--- config.mk ---
export PLATFORM = sky130hd
export DESIGN_NAME = prog_clock_divider_flat
export DESIGN_NICKNAME = d
export VERILOG_FILES = /design/src/rtl/prog_clock_divider_if.sv /design/src/rtl/prog_clock_divider.sv /design/src/flat_wrapper.sv
export SDC_FILE = /design/constraint.sdc
export NUM_CORES = 1
export LEC_CHECK = 0
export ABC_CLOCK_PERIOD_IN_PS = 6910
export CAP_MARGIN = 15
export CORE_ASPECT_RATIO = 0.6
export CORE_MARGIN = 4
export CORE_UTILIZATION = 35
export DETAILED_ROUTE_END_ITERATION = 8
export GPL_ROUTABILITY_DRIVEN = 0
export MAX_ROUTING_LAYER = met4
export SETUP_SLACK_MARGIN = 0.15
export SLEW_MARGIN = 30
export SYNTH_ARGS = -nofsm -noshare
export SYNTH_HDL_FRONTEND = slang
export SYNTH_SLANG_ARGS = --single-unit
export TNS_END_PERCENT = 1
--- constraint.sdc ---
create_clock -name clk_in -period 6.91 [get_ports clk_in]
set_clock_uncertainty 0.2 [all_clocks]
set_input_delay 1.0365 -clock clk_in [delete_from_list [all_inputs] [get_ports clk_in]]
set_output_delay 1.0365 -clock clk_in [all_outputs]
set_load 0.03 [all_outputs]
--- src/rtl/prog_clock_divider_if.sv ---
// prog_clock_divider_if: control/status bundle for prog_clock_divider; sync_in exists only with PCD_SYNC_EN
interface prog_clock_divider_if #(
  parameter int DIV_W = 26
);
  logic             en;
  logic [DIV_W-1:0] div_in;
  logic             div_load;
  logic             clk_out;
  logic             tick;
  logic             div_pending;
`ifdef PCD_SYNC_EN
  logic             sync_in;
  modport master (output en, div_in, div_load, sync_in, input clk_out, tick, div_pending);
  modport slave (input en, div_in, div_load, sync_in, output clk_out, tick, div_pending);
`else
  modport master (output en, div_in, div_load, input clk_out, tick, div_pending);
  modport slave (input en, div_in, div_load, output clk_out, tick, div_pending);
`endif
endinterface

--- src/rtl/prog_clock_divider.sv ---
// prog_clock_divider: programmable clock divider with period tick; optional sync restart via PCD_SYNC_EN
module prog_clock_divider #(
  parameter int DIV_W       = 26,
  parameter int DEFAULT_DIV = 50_000_000
) (
  input logic                clk_in,
  input logic                nReset,
  prog_clock_divider_if.slave bus
);
  typedef enum logic {IDLE, RUN} state_t;
  state_t           state, state_n;
  logic [DIV_W-1:0] cnt, cnt_n, per, per_n, shadow, shadow_n, clamped;
  logic             pend, pend_n, clk_q, clk_n, tick_q, tick_n, sync, restart, apply;
`ifdef PCD_SYNC_EN
  assign sync = bus.sync_in;
`else
  assign sync = 1'b0;
`endif
  assign bus.clk_out     = clk_q;
  assign bus.tick        = tick_q;
  assign bus.div_pending = pend;
  // period restarts on enable from IDLE, on wrap, or on sync; a pending divisor is applied only then
  always_comb begin
    clamped  = (bus.div_in < DIV_W'(2)) ? DIV_W'(2) : bus.div_in;
    restart  = bus.en && (state == IDLE || cnt == per - DIV_W'(1) || sync);
    apply    = restart && pend;
    state_n  = bus.en ? RUN : IDLE;
    per_n    = apply ? shadow : per;
    shadow_n = bus.div_load ? clamped : shadow;
    pend_n   = bus.div_load || (pend && !apply);
    cnt_n    = (!bus.en || restart) ? '0 : cnt + DIV_W'(1);
    clk_n    = bus.en && (cnt_n < (per_n >> 1));
    tick_n   = bus.en && (cnt_n == '0);
  end
  // state and registered outputs; reset restores the default period immediately
  always_ff @(posedge clk_in or negedge nReset) begin
    if (!nReset) begin
      state  <= IDLE;
      cnt    <= '0;
      per    <= DIV_W'(DEFAULT_DIV);
      shadow <= DIV_W'(DEFAULT_DIV);
      pend   <= 1'b0;
      clk_q  <= 1'b0;
      tick_q <= 1'b0;
    end else begin
      state  <= state_n;
      cnt    <= cnt_n;
      per    <= per_n;
      shadow <= shadow_n;
      pend   <= pend_n;
      clk_q  <= clk_n;
      tick_q <= tick_n;
    end
  end
endmodule

--- src/flat_wrapper.sv ---
// flat-port wrapper written by rule: the top's interface ports become plain ports
module prog_clock_divider_flat 
#(
  parameter int DIV_W       = 26,
  parameter int DEFAULT_DIV = 50_000_000
)
  (clk_in, nReset, bus_en, bus_div_in, bus_div_load, bus_clk_out, bus_tick, bus_div_pending);
  prog_clock_divider_if #(.DIV_W(DIV_W)) bus_i ();
  input logic clk_in;
  input logic nReset;
  input wire logic [$bits(bus_i.en)-1:0] bus_en;
  input wire logic [$bits(bus_i.div_in)-1:0] bus_div_in;
  input wire logic [$bits(bus_i.div_load)-1:0] bus_div_load;
  output wire logic [$bits(bus_i.clk_out)-1:0] bus_clk_out;
  output wire logic [$bits(bus_i.tick)-1:0] bus_tick;
  output wire logic [$bits(bus_i.div_pending)-1:0] bus_div_pending;
  assign bus_i.en = bus_en;
  assign bus_i.div_in = bus_div_in;
  assign bus_i.div_load = bus_div_load;
  assign bus_clk_out = bus_i.clk_out;
  assign bus_tick = bus_i.tick;
  assign bus_div_pending = bus_i.div_pending;
  prog_clock_divider #(.DIV_W(DIV_W), .DEFAULT_DIV(DEFAULT_DIV)) u_core (.clk_in(clk_in), .nReset(nReset), .bus(bus_i));
endmodule
Word-level counts from Yosys, hierarchy flattened
Index checks and enable logic that the tools add are counted.
Widths: inputs -> output; s select.
- word-level logic and storage cells: 29
- register bits: 82
- memory bits (read-only): 0
- memories: 0
- RAM bits: 0
- bits of input ports: 30
- bits in latches: 0
- output and inout port bits: 3
- magnitude comparators: 2
- add/subtract/negate cells: 2
- reduce and logical (&&, ||, !) cells: 11
- mux-type cells: 4
- multiply operators: 0
- shift-type cells: 0
- div/mod/pow operators: 0
- eq/ne operators: 1
- bitwise logic cells: 1
- operators with widths (operator ; number):
    $mux 26 ; 3
    $add 26x1->26 const B ; 1
    $eq 26x26->1 ; 1
    $logic_not 26->1 ; 1
    $lt 26x2->1 const B ; 1
    $lt 26x25->1 ; 1
    $sub 26x1->26 const B ; 1
    $logic_and 1x1->1 ; 5
    $logic_or 1x1->1 ; 3
    $logic_not 1->1 ; 2
    $mux 1 ; 1
    $not 1->1 ; 1

Logic depth before layout (Yosys ltp)
- word-level depth: 8
- gate-level depth with buffers: 23
- mapped depth without buffers: 21

Least setup slack after synthesis
OpenSTA, ideal clock, no wires.
- path kind: register -> register
- from: register u_core.per[0]
- to: register u_core.clk_q (netlist: u_core.bus.clk_out)
- path buffers: 2
- period minus slack after synthesis: 5.068 ns
- arrival: 4.790 ns
- stages on the path, launching flop included: 24
- required time: 6.632 ns
- setup slack: 1.842 ns
- library setup time: 0.078 ns
- cells stage by stage: dfrtp_1 inv_1 ha_1 or3b_2 or4_4 nor2_2 nand3_1 a221oi_2 o2111ai_2 o21a_4 nor2_8 buf_6 buf_12 mux2i_1 ha_1 a21o_1 a21o_1 a21oi_1 nor2_1 a2111oi_0 o311ai_0 a21oi_1 o211ai_1 o2bb2ai_1
- cells in the longest elaborated chain, start to end: 8
- elaborated cells between the ends (all ways): 10
- those cells by class: add/sub: 1; order compare: 1; eq/ne: 1; mux: 2; reduce/logical: 5
- ends and longest elaborated chain (item ; RTL line ; RTL):
    start, declared ; prog_clock_divider.sv:12 ; logic [DIV_W-1:0] cnt, cnt_n, per, per_n, shadow, shadow_n, clamped;
    start signal, assigned ; prog_clock_divider.sv:40 ; per <= DIV_W'(DEFAULT_DIV);
    start signal, assigned ; prog_clock_divider.sv:48 ; per <= per_n;
    $sub 26x1->26 * ; prog_clock_divider.sv:25 ; restart = bus.en && (state == IDLE || cnt == per - DIV_W'(1) || sync);
    $eq 26x26->1 * ; prog_clock_divider.sv:25 ;
    $logic_or 1x1->1 * ; prog_clock_divider.sv:25 ;
    $logic_and 1x1->1 * ; prog_clock_divider.sv:25 ;
    $logic_or 1x1->1 or $logic_and 1x1->1 (tied branches) ; prog_clock_divider.sv:31, prog_clock_divider.sv:26 ;
    $mux 26 (on tied branches) ; prog_clock_divider.sv:31, prog_clock_divider.sv:28 ;
    $lt 26x25->1 * ; prog_clock_divider.sv:32 ; clk_n = bus.en && (cnt_n < (per_n >> 1));
    $logic_and 1x1->1 * ; prog_clock_divider.sv:32 ;
    named net u_core.clk_n ; prog_clock_divider.sv:13 ; logic pend, pend_n, clk_q, clk_n, tick_q, tick_n, sync, restart, apply;
    end signal, assigned ; prog_clock_divider.sv:51 ; clk_q <= clk_n;
    end, declared ; prog_clock_divider.sv:13 ;
The timed path passes the listed nets; every way through them passes the cells marked *.
A chain may end at the register's enable or synchronous reset.

Worst setup path after layout
Same ends and word-level chain as after synthesis.

==> results.cfg <==
[run_status]
status = completed

[cts]
clk_root_buffer_cell = clkbuf_16
htree_num_levels = 3
cts_buffers = 9
post_cts_buffers = 0
cts_sinks = 82
ctsHoldBuffers = 0
cts_resized = 0
clk_latency_ps = 350
cts_tree = yes
clk_path_buf_depth = 2
clkTransAtPathRegs_ps = 70

[die]
die_h_um = 104
die-area_mm2 = 0.0176
dieWidth_um = 168
start_util = 0.365
rows = 34
io_pins = 33
core_mm2 = 0.0148

[synth]
ys_ff_latch = 82
synthCells = 533
yosys.area_share.adder = 0.0602
synth_ff_type = dfrtp_1
synth_compound_area_frac = 0.0924
ys_types = 64
yosysWarningCount = 0
syn_nets = 589
async_flop_share = 1.00
synth_edf_count = 0
seq_area_frac_synth = 0.385
synth-simple-area-share = 0.179
synth.mux.area_fraction = 0.154
synth_top_family_by_area = simple AND/OR/NAND/NOR gates
synth.avg_cell_area_um2 = 10.1
synthXorXnorAreaFrac = 0.0924
syn-cell-area_mm2 = 0.00540

[power]
ir_drop_v = 0.000116
leakage_nw = 2.42
power_density_mw_per_mm2 = 232

[sta]
max_freq_mhz = 165
slew_headroom = 0.539
hold_ws_ps = 345
finalMaxSlewViolations = 0
grt_setup_unrepaired = false
fin_tns_setup_ps = 0
hold_viol = 0
period_share = 0.875
finalCriticalPeriod_ps = 6050
worst_pin_slew_ps = 685
setup_viol = 0

[grt]
grt.total_usage = 0.172
antenna_found_initial = 0
grt_pass1_wl_mm = 22.8
grt_overflow_total = 0
grt_pass1_vias = 3934
grt_max_degree = 52

[setup_path]
critPathArrivalTime_ps = 6110
timing.rr.start = u_core.per[0]
cp-start-kind = flop
end_kind = flop
cp.required_ps = 6970
crit_fanout = 26
crit_type = reg2reg
crit_start = u_core.per[0]

[hold_path]
hp-class = reg2reg
min_from = u_core.shadow[9]

[place]
io_buffers = 32
dp_hpwl_mm = 11.3

[detailed_routing]
drcViolationCount = 0
vias_per_cell = 5.59
wl_mm = 14.5
drt-pass1-iter-count = 5
vias = 4211
wl_per_cell_um = 19.3
first_iter_violations = 398
ant_nets = 0

[cells_and_area]
final_layout_size_suffix_gt1_frac = 0.193
nNetsFinal = 606
fill_cells = 1456
syn2layout_area_growth_pct = 13.6
diodes = 0

[job]
max-cap-violations = 0
-- synthesized netlist by cell type (7+ instances only) --
master    count  share of area
mux2i_1      27          0.050
clkbuf_1     20          0.014
dfrtp_1      58           0.27
nor2_1       51          0.035
xnor2_1      33          0.053
or3_1         7         0.0081
nor4_1       16          0.019
a21o_1        9          0.013
dfstp_2      24           0.12
nand4_1      12          0.014
nor3_1       15          0.014
a21oi_1      12          0.011
ha_1         26          0.060
mux2_2       47          0.098
inv_1        11         0.0076
xor2_1       24          0.039
nand3_1      24          0.022
nand2_1      18          0.013
o21ai_0      13          0.012
-- where the power goes --
part           switching, mW  total [mW]  leakage [nW]  internal [mW]
clock                  0.221       0.484         0.147          0.263
sequential            0.0827       0.634         0.990          0.552
combinational          0.153       0.304          1.28          0.151
-- kinds of logic (layout without fill, tap and decap cells) --
kind of cell / count (synthesis) / after routing
compound gates: 70 / 70
xor+xnor: 57 / 57
fa+ha+maj: 26 / 26
buf+inv: 41 / 63
flops: 82 / 82
mux: 77 / 77
simple gates: 180 / 180
-- metal layers --
metal	up-vias	global-route usage	wire (µm)
met4	0	0.0272	125
met2	167	0.189	4960
met1	2055	0.300	8310
li1	1975	-	-
met5	-	-	0
met3	14	0.0387	1110
-- through the flow --
step | total power [mW] | util | instances | instance area (µm²) | setup slack, ps
4_1_cts | 1.43 | 0.414 | 753 | 6130 | 980
3_3_place_gp | 0.932 | 0.395 | 737 | 5840 | 1280
6_report | 1.42 | 0.415 | 753 | 6140 | 864
2_1_floorplan | 0.836 | - | 533 | 5400 | 1840
3_5_place_dp | 0.941 | 0.394 | 737 | 5840 | 1020
5_1_grt | 1.50 | 0.415 | 753 | 6140 | 469
-- critical path, stage by stage (launching register included) --
cell and delay, ps:
dfrtp_1 410, inv_1 100, ha_1 240, or3b_2 480
or4_4 530, nor2_2 130, nand3_1 100, a221oi_2 290
o2111ai_2 250, o21a_4 310, nor2_8 420, mux2i_1 270
ha_1 270, a21o_1 190, a21o_1 170, a21oi_1 130
nor2_1 50, a2111oi_0 620, o311ai_0 280, a21oi_1 220
o211ai_1 110, o2bb2ai_1 170
-- path summary, 6_finish.rpt --
| check | endpoint | slack [ps] | cells after the start |
|---|---|---|---|
| max | u_core.bus.clk_out | 860 | 21 |
| min | u_core.shadow[9] | 340 | 1 |
| max reg2reg | u_core.bus.clk_out | 860 | 21 |
| min reg2reg | u_core.shadow[9] | 340 | 1 |
| max in group asynchronous | u_core.per[18] | 5080 | 2 |
| min in group asynchronous | u_core.cnt[6] | 430 | 1 |
-- state kept, by name, summed over array words and instances (netlist names) --
register / count
u_core.cnt: 26
u_core.bus.div_pending: 1
u_core.bus.clk_out: 1
u_core.bus.tick: 1
u_core.shadow: 26
u_core.state: 1
u_core.per: 26
-- cells in the final DEF, fill, tap and decap left out, types with 11 or more instances in the layout --
cell / synthesis / routed
dfrtp_1: 58 / 58
o21ai_0: 13 / 13
nand2_1: 18 / 18
xnor2_1: 33 / 33
ha_1: 26 / 26
inv_1: 11 / 11
nor2_1: 51 / 51
mux2i_1: 27 / 27
nand4_1: 12 / 12
mux2_2: 47 / 47
xor2_1: 24 / 24
a21oi_1: 12 / 12
clkdlybuf4s50_1: 0 / 30
dfstp_2: 24 / 24
nand3_1: 24 / 24
nor4_1: 16 / 16
nor3_1: 15 / 14
-- final cells by class --
| cell class | count | area (µm²) | share of cell area |
|---|---|---|---|
| clock buffer | 10 | 239 | 0.0389 |
| timing repair buffer | 36 | 343 | 0.0558 |
| clock inverter | 6 | 57.6 | 0.00938 |
| inverter | 11 | 41.3 | 0.00673 |
| multi-input combinational | 410 | 3130 | 0.510 |
| sequential | 82 | 2080 | 0.339 |
| tap | 198 | 248 | 0.0404 |
(Power assumes the default switching activity.)
